`config.mk`:
```
export PLATFORM = sky130hd
export DESIGN_NAME = instr_fetch_stage
export DESIGN_NICKNAME = d
export VERILOG_FILES = /design/src/rtl/instr_fetch_stage.sv
export SDC_FILE = /design/constraint.sdc
export NUM_CORES = 1
export LEC_CHECK = 0
export ABC_AREA = 1
export CAP_MARGIN = 10
export CORE_MARGIN = 5
export CORE_UTILIZATION = 45
export DETAILED_ROUTE_END_ITERATION = 7
export GPL_TIMING_DRIVEN = 0
export HOLD_SLACK_MARGIN = 0.05
export PLACE_DENSITY = 0.72
export SYNTH_ARGS = -nofsm -noshare
export SYNTH_HDL_FRONTEND = slang
export SYNTH_SLANG_ARGS = --single-unit
```
`constraint.sdc`:
```
create_clock -name clk -period 1.9 [get_ports clk]
set_input_delay 0.19 -clock clk [delete_from_list [all_inputs] [get_ports clk]]
set_output_delay 0.19 -clock clk [all_outputs]
set_load 0.02 [all_outputs]
```
`src/rtl/instr_fetch_stage.sv`:
```
// Instruction fetch stage: owns the PC, drives a 1-cycle-latency instruction memory,
// and presents registered instructions (with decoded field slices) to the decoder.
module instr_fetch_stage #(
    parameter int unsigned     XLEN      = 32,
    parameter logic [XLEN-1:0] RESET_PC  = 32'h0000_0000,
    parameter logic [XLEN-1:0] NOP_INSTR = 32'h0000_0013
) (
    input  logic            clk,
    input  logic            rst_n,
    output logic            imem_req,
    output logic [XLEN-1:0] imem_addr,
    input  logic [XLEN-1:0] imem_rdata,
    input  logic            stall,
    input  logic            redirect_valid,
    input  logic [XLEN-1:0] redirect_pc,
    output logic            if_valid,
    output logic [XLEN-1:0] if_pc,
    output logic [XLEN-1:0] if_instr,
    output logic [6:0]      opcode,
    output logic [2:0]      func3,
    output logic            func7,
    output logic [4:0]      rd,
    output logic [4:0]      rs1,
    output logic [4:0]      rs2,
    output logic            fetch_misaligned
);

    typedef enum logic {
        RUN  = 1'b0,
        TRAP = 1'b1
    } state_t;

    state_t          state_q;
    logic [XLEN-1:0] pc_q;
    logic [XLEN-1:0] inflight_pc;
    logic [XLEN-1:0] skid_pc;
    logic [XLEN-1:0] skid_instr;
    logic            inflight;
    logic            kill;
    logic            skid_valid;
    logic            rsp_live;

    assign imem_req  = (state_q == RUN) & ~stall & ~redirect_valid;
    assign imem_addr = pc_q;
    assign rsp_live  = inflight & ~kill;

    assign opcode = if_instr[6:0];
    assign func3  = if_instr[14:12];
    assign func7  = if_instr[30];
    assign rd     = if_instr[11:7];
    assign rs1    = if_instr[19:15];
    assign rs2    = if_instr[24:20];

    always_ff @(posedge clk or negedge rst_n) begin
        if (!rst_n) begin
            state_q          <= RUN;
            pc_q             <= RESET_PC;
            inflight         <= 1'b0;
            inflight_pc      <= '0;
            kill             <= 1'b0;
            skid_valid       <= 1'b0;
            skid_pc          <= '0;
            skid_instr       <= '0;
            if_valid         <= 1'b0;
            if_pc            <= '0;
            if_instr         <= NOP_INSTR;
            fetch_misaligned <= 1'b0;
        end else begin
            kill <= 1'b0;
            if (state_q == TRAP) begin
                inflight   <= 1'b0;
                skid_valid <= 1'b0;
                if_valid   <= 1'b0;
                if_instr   <= NOP_INSTR;
            end else if (redirect_valid) begin
                // Redirect wins over stall; a response arriving now is simply not captured
                inflight   <= 1'b0;
                skid_valid <= 1'b0;
                if_valid   <= 1'b0;
                if_instr   <= NOP_INSTR;
                if (redirect_pc[1:0] != 2'b00) begin
                    state_q          <= TRAP;
                    fetch_misaligned <= 1'b1;
                end else begin
                    pc_q <= redirect_pc;
                    kill <= inflight;
                end
            end else if (stall) begin
                // No request can issue while stalled, so the skid never overflows
                inflight <= 1'b0;
                if (rsp_live) begin
                    skid_valid <= 1'b1;
                    skid_instr <= imem_rdata;
                    skid_pc    <= inflight_pc;
                end
            end else begin
                pc_q        <= pc_q + XLEN'(4);
                inflight    <= 1'b1;
                inflight_pc <= pc_q;
                if (skid_valid) begin
                    skid_valid <= 1'b0;
                    if_valid   <= 1'b1;
                    if_pc      <= skid_pc;
                    if_instr   <= skid_instr;
                end else if (rsp_live) begin
                    if_valid <= 1'b1;
                    if_pc    <= inflight_pc;
                    if_instr <= imem_rdata;
                end else begin
                    if_valid <= 1'b0;
                    if_instr <= NOP_INSTR;
                end
            end
        end
    end

endmodule

```
Word level (Yosys, flattened, before mapping)
Index checks and enable logic that the tools add are counted.
- output and inout port bits: 125
- word-level logic and storage cells: 59
- flip-flop bits (word level): 198
- bits of input ports: 68
- bitwise operators: 7
- reduce and logical (&&, ||, !) cells: 7
- muxes and demuxes: 28
- equal/unequal tests: 4
- add/subtract/negate cells: 1
- operators with widths (kind ; count):
    $mux 32 ; 10
    $add 32x3->32 const B ; 1
    $mux 1 ; 18
    $reduce_and 3->1 ; 3
    $reduce_and 4->1 ; 2
    $ne 4x1->1 const B ; 1
    $not 1->1 ; 4
    $reduce_bool 2->1 ; 2
    $and 1x1->1 ; 3
    $ne 3x1->1 const B ; 1
    $ne 2x1->1 const B ; 1
    $ne 2x2->1 const B ; 1

Longest topological paths before layout
Gate-level depths: netlist of run 1.
- depth after elaboration: 7
- mapped depth: 10
- gate-level depth less buffers: 10

Least setup slack after synthesis of run 1
Ideal clock, no wire load.
- path type: reg-to-reg
- from: register pc_q[3] (netlist: imem_addr[3])
- to: register pc_q[26] (netlist: imem_addr[26])
- buffers on the path: 0
- arrival time: 1591 ps
- required time: 1783 ps
- period minus slack after synthesis: 1708 ps
- library setup time: 117 ps
- cell stages (with the launch flop): 11
- slack: 192 ps
- cells stage by stage: dfrtp_1 ha_1 nand2_1 nor2_2 nand2_1 nor2_1 nand2_1 nand2_1 nand3_1 nand2_1 nand2_1
- cells in the longest elaborated chain, start to end: 3
- ends and longest elaborated chain (what ; RTL line ; source):
    start: declaration ; 34 ; logic [XLEN-1:0] pc_q;
    start signal: assignment ; 85 ; pc_q <= redirect_pc;
    start signal: assignment ; 97 ; pc_q <= pc_q + XLEN'(4);
    $add 32x3->32 ; 97 ;
    $mux 32 ; 88 ; end else if (stall) begin
    $mux 32 ; 75 ; end else if (redirect_valid) begin
Every way passes these cells. The select of a mux whose other input is x is not followed.
A chain may end at the register's enable or synchronous reset.

Final worst setup path of run 1
- from: register pc_q[27] (netlist: imem_addr[27])
- to: output port imem_addr[27]
- RTL lines (what ; RTL line ; source):
    end: declaration ; 11 ; output logic [XLEN-1:0] imem_addr,
No word-level cell between the ends.

==> metrics.md, run 1 <==
| Metric | Value |
|---|---|
| Status | completed |
| Main combinational cell family by area after synthesis | simple AND/OR/NAND/NOR gates |
| Post-Layout Cell Count | 1673 |
| Worst path bufs/invs | 1 |
| Ys flop type | dfrtp_1 |
| Post-Place Cells | 1633 |
| Worst Max-Slew Pin Slew | roughly 0.73 ns |
| Post-synthesis sequential area ratio | ~53% |
| TritonCTS Buffers | 17 |
| Min-Delay Path Class | input port to register |
| TritonCTS clock tree | done |
| Number of max-cap violations | 0 |
| Post-DP HPWL | 19200 um |
| Relative slew margins | 51.6% |
| Critical path depth in cells | 1 |
| Initial antenna violation count | 0 |
| Initial Utilization | 45.8% |
| Syn Inst Count | 1171 |
| Layout Area Growth over Synthesis | 32.2% |
| Crit path capture | imem_addr[27] |
| Crit path kind | register to output pin |
| Most common cell after layout, fill and taps aside | nand2_1 |
| CP top delay family | buffers and inverters |
| Largest net degree at the start of global routing | 105 |
| Worst Path Arrival | 1.62 ns |
| Hold Vio Cnt, Final | 0 |
| Post-synthesis adder-cell area fraction | 0.134% |
| Critical path launch point type | register |
| Slowest cell on crit path | clkdlybuf4s50_1 |
| Netlist Area Pre-Place | 0.00930 mm^2 |
| Setup Skew | 0.00872 ns |
| Syn Area/Cell | 7.94 um^2 |
| Total gr overflow | 0 |
| Placeable Area | 0.0203 mm^2 |
| Buffers added on ports | 191 |
| RSZ-0062 raised after global routing | yes |
| Row Count | 52 |
| Post-Synth Simple-Gate Area | 22.5% |
| Nets | about 1500 |
| Clock root buffer | clkbuf_16 |
| Drt pass-1 iters | 6 |
| Area share of the largest cell type after synthesis | around 52% |
| CTS H-tree depth | 4 |
| Setup crit end kind | output pin |
| Routed wire per std cell | 15.9 um |
| CP Launch Point | imem_addr[27] |
| Post-synthesis mux area share | 0% |
| Clk_lat worst skew | 0.43 ns |
| Crit-path max FO | 7 |
| CP cell instances | clkdlybuf4s50_1 |
| CTS Buffer Depth | 2 |
| Reg2reg path depth | 8 |
| Power per cell area | 690 mW/mm^2 |
| Final setup viols | 0 |
| Die height | 154 um |
| Synth warnings | 0 |
| Leakage | roughly 5.7 nW |
| Number of global-route vias before repair | 8328 |
| Clk sinks | 198 |
| FILL cells | 1881 |
| First-pass GRT wire length | 42600 um |
| IO Pins | 193 |
| #FFs+latches synth | between 150 and 200 |
| GRT Overall Usage | 22.1% |
| Post-route DRC | 0 |
| Reg2Reg Launch Point | skid_valid |
| Worst EP required | 1.71 ns |
| Crit path time final | 1.81 ns |
| Ranking of synthesized cells by area | dfrtp_1, nand2_1, o21ai_0 |
| Xor/xnor share of the synthesized area | 0.0941% |
| Share of layout cells above drive strength 1 | 7.84% |
| Largest stage delay, worst path | 0.67 ns |
| GPL Wtd Cong | 0.859 |
| Most frequent cells in the layout | nand2_1, dfrtp_1, clkdlybuf4s50_1 |
| Clock slew seen by the registers of the worst setup and hold paths | 0.07 ns |
| Initial DRC count | around 400 |
| Post-synth EDFFs | 0 |
| Period utilisation layout | ~95% |
| Vias/cell | 5.16 |
| Flop2flop setup slack | 0.13 ns |
| Post-synth cell types | 30 |
| Via count | 8627 |
| Cell type with the highest aggregate area in the netlist | dfrtp_1 |
| Post-route antenna net violation count | 0 |
| Drt total wl | 26500 um |
| Antenna fix cells | 0 |
| Design Power | approximately 8.5 mW |
| Die W | about 150 um |
| Max Transition Viols Final | 0 |
| Achievable Freq | between 500 and 600 MHz |
| Fraction of the mapped netlist area in compound gates | 14.3% |
| Dpl ws | -0.789 ns |
| Die area | 0.0236 mm^2 |
| Async SR Flop Fraction | 100% |
| VDD IR max | just over 0.6 mV |
| Synth Net Count | 1240 |
| Final worst slack | about 0.086 ns |
| FF-to-FF End | if_pc[26] |
==> power breakdown <==
group / switching (mW) / leakage, nW / total (mW) / internal, mW
Sequential: 0.102 / 2.53 / 4.41 / 4.31
Combinational: 0.409 / 2.91 / 0.743 / 0.335
Clock: 1.58 / 0.257 / 3.33 / 1.75
Total: 2.09 / 5.69 / 8.49 / 6.40
==> cells by family after synthesis <==
kind of cell | Yosys count
simple gates | 527
compound gates | 238
buf+inv | 206
xor+xnor | 1
flops | 198
fa+ha+maj | 1
==> worst min path at each step <==
stage	start	to	slack (ns)	cells past startpoint
floorplan	rst_n	fetch_misaligned	-0.11	0
CTS	stall	if_valid	0.15	2
global placement	fetch_misaligned	fetch_misaligned	0.46	1
finish	stall	if_valid	0.16	2
global route	stall	if_valid	0.17	2
detailed placement	rst_n	if_instr[17]	0.27	1
==> synthesized netlist by cell type, types with 2 or more instances <==
cell and count:
nand2_1 305, dfrtp_1 195, nor2_1 147, o21ai_0 147
inv_1 111, nand3_1 63, a31oi_1 36, clkbuf_1 36
a22oi_1 29, buf_4 28, buf_2 20, a21oi_1 13
buf_1 9, o22ai_1 6, nor3_1 4, dfstp_2 3
o21ai_1 3, inv_2 2, nor2_2 2, or2_2 2
==> layout make-up <==
type                       count  area, um^2  area share, %
timing repair buffer         201        2040           16.6
multi-input combinational    767        3490           28.4
sequential                   198        4960           40.4
tap                          270         338           2.75
buffer                        92         499           4.06
inverter                     113         424           3.45
clock buffer                  22         464           3.77
clock inverter                10        72.6          0.590
==> flip-flops by register name, indices dropped and copies added (netlist names) <==
signal / cells
if_instr: 32
if_pc: 32
imem_addr: 32
inflight_pc: 32
skid_instr: 32
skid_pc: 32
fetch_misaligned: 1
if_valid: 1
inflight: 1
kill: 1
skid_valid: 1
state_q: 1
==> metrics by stage <==
stage	TNS (ns)	instance area (um^2)	utilization (%)	hold WS (ns)
2_1_floorplan	0	9300	-	-0.106
3_3_place_gp	-1562.42	11600	56.9	0.465
3_5_place_dp	-49.40	11600	57.1	0.270
4_1_cts	0	12100	59.8	0.152
5_1_grt	-0.0326	12300	60.6	0.165
6_report	0	12300	60.6	0.162
==> metal layers <==
layer | vias up | part of all wire [%] | track usage (%)
met3 | 36 | 6.7 | 4.13
met5 | - | 0 | 0
met1 | 4079 | 43 | 29.3
met4 | 0 | 1.9 | 7.06
met2 | 332 | 48 | 36.8
li1 | 4180 | - | -
==> timing repair <==
action / CTS / global route
endpoints found under the setup margin: 30 / 60
setup buffers: 0 / 7
endpoints found under the hold margin: 91 / 0
hold buffers: 1 / 0
pin swaps: 1 / 1
cloned: 0 / 1
gates resized for setup: 11 / 22
Note: power is estimated with default switching activity, not from simulation.
==> inputs of run 2 (changes only) <==
--- a/config.mk
+++ b/config.mk
@@ -13,6 +13,7 @@
 export GPL_TIMING_DRIVEN = 0
 export HOLD_SLACK_MARGIN = 0.05
 export PLACE_DENSITY = 0.72
+export SETUP_SLACK_MARGIN = 0.3
 export SYNTH_ARGS = -nofsm -noshare
 export SYNTH_HDL_FRONTEND = slang
 export SYNTH_SLANG_ARGS = --single-unit
==> run 2 against run 1 <==
  * Register-to-register slack better by 0.08 ns
  * Sequential power about the same
  * Sequential cell count unchanged
  * First-iteration DRC count up 41%
  * Critical path type is now input port to register
  * Largest power group unchanged
==> metrics.md, run 2 (synthesis results as in run 1) <==
| Metric | Value |
|---|---|
| Drt pass-1 iters | 5 |
| Die area | roughly 0.024 mm^2 |
| GPL Wtd Cong | 0.867 |
| Most frequent cells in the layout | nand2_1, dfrtp_1, o21ai_0 |
| Flop2flop setup slack | 0.21 ns |
| VDD IR max | 0.586 mV |
| Period utilisation layout | 89.7% |
| Antenna fix cells | 0 |
| Reg2Reg Launch Point | state_q |
| Clock root buffer | clkbuf_16 |
| Clock slew seen by the registers of the worst setup and hold paths | approximately 0.070 ns |
| WHS Path Cells | 2 |
| Clk_lat worst skew | 0.43 ns |
| Total gr overflow | 0 |
| Design Power | around 9 mW |
| Number of max-cap violations | 0 |
| Min-Delay Path Class | input port to register |
| CTS H-tree depth | 4 |
| Setup crit end kind | register |
| Share of layout cells above drive strength 1 | roughly 18% |
| FILL cells | 1729 |
| Relative slew margins | 51.8% |
| Initial Utilization | 45.8% |
| TritonCTS Buffers | 17 |
| Via count | 8924 |
| CTS Buffer Depth | 2 |
| Vias/cell | 5.20 |
| Worst hold start | stall |
| Status | completed |
| Buffers added on ports | 191 |
| Achievable Freq | 587 MHz |
| Post-DP HPWL | 19300 um |
| Worst hold endpoint | if_valid |
| Post-Place Cells | 1633 |
| GRT Overall Usage | 22.6% |
| FF-to-FF End | imem_addr[5] |
| Initial DRC count | 566 |
| Post-route antenna net violation count | 0 |
| First-pass GRT wire length | 44000 um |
| Max Transition Viols Final | 0 |
| Crit path time final | 1.70 ns |
| Layout Area Growth over Synthesis | 41.8% |
| Leakage | roughly 6.6 nW |
| IO Pins | 193 |
| Critical path launch point type | input port |
| Crit-path max FO | 10 |
| Largest net degree at the start of global routing | 106 |
| RSZ-0062 raised after global routing | yes |
| Clk sinks | 198 |
| Die W | 154 um |
| Die height | 154 um |
| Crit path kind | input port to register |
| Drt total wl | 28400 um |
| Reg2reg path depth | 9 |
| Util after Layout | 65.0% |
| Hold Vio Cnt, Final | 0 |
| Final setup viols | 0 |
| Worst EP required | 2.22 ns |
| Worst Path Arrival | 2.02 ns |
| Nets | 1502 |
| Row Count | 52 |
| Routed wire per std cell | 16.6 um |
| Post-Layout Cell Count | 1716 |
| Worst Max-Slew Pin Slew | 0.723 ns |
| TritonCTS clock tree | done |
| Setup Skew | 0.0109 ns |
| Power per cell area | around 700 mW/mm^2 |
| Placeable Area | 0.0203 mm^2 |
| Number of global-route vias before repair | 8680 |
| Most common cell after layout, fill and taps aside | nand2_1 |
| Fin Setup TNS | 0 ns |
| Initial antenna violation count | 0 |
| Post-route DRC | 0 |
run 2: cell types whose count changed in the layout (fill, tap and decap cells not counted), moves of 17 or more:
cell             before  now
nor2_1              140  114
clkdlybuf4s50_1     185   68
buf_4                34   60
clkbuf_1             38   21
o21ai_0             147  121
dfrtp_1             192  172
dfrtp_2               3   23
dlygate4sd2_1         3  110
o21ai_1               3   20
run 2: area by class of cell:
type                       instances  area [um^2]  area share (%)
timing repair buffer             242         2370            17.9
buffer                            93          631            4.78
tap                              270          338            2.56
clock buffer                      22          454            3.44
sequential                       198         4990            37.8
clock inverter                    10          155            1.18
inverter                         113          434            3.29
multi-input combinational        768         3820            29.0
run 2: per-stage QoR:
step / hold slack (ns) / area (um^2) / worst slack [ns]
detailed placement: 0.253 / 11600 / -0.743
CTS: 0.154 / 12400 / 0.114
floorplan: -0.106 / 9310 / 0.320
global placement: 0.463 / 11600 / -8.43
finish: 0.175 / 13200 / 0.197
global route: 0.166 / 13200 / 0.127
run 2: how the worst max path moves through the flow:
stage	from	to	slack [ns]	cells after the start
after detailed placement	redirect_valid	imem_req	-0.74	5
after global placement	rst_n	imem_addr[2]	-8.43	1
final	redirect_valid	imem_addr[14]	0.20	7
after global routing	redirect_valid	imem_addr[24]	0.13	8
after floorplan	imem_addr[3]	imem_addr[20]	0.32	10
after CTS	state_q	imem_req	0.11	4
run 2: timing repair:
item,in CTS,in global routing
hold buffers,1,0
pin swaps,5,30
hold endpoints to repair,90,0
endpoints found under the setup margin,284,170
gates cloned,1,8
buffers inserted,15,26
gates resized for setup,181,202
run 2: critical path: stages:
cell	delay, ns
dlygate4sd2_1	0.39
buf_2	0.29
inv_1	0.19
buf_1	0.51
nand3_1	0.24
a21oi_4	0.16
nor2_1	0.05
run 2: power by group:
part	switching (mW)	internal, mW
clock network	1.56	2.23
registers	0.108	4.32
logic	0.439	0.325
run 2: per-layer routing:
layer  global-route usage [%]  routed length [um]  vias to the layer above
met3                     3.85                2080                       55
met2                     38.0               13800                      395
met1                     29.9               11700                     4201
met5                        0                   0                        -
met4                     7.70                 818                        0
li1                         -                   -                     4273
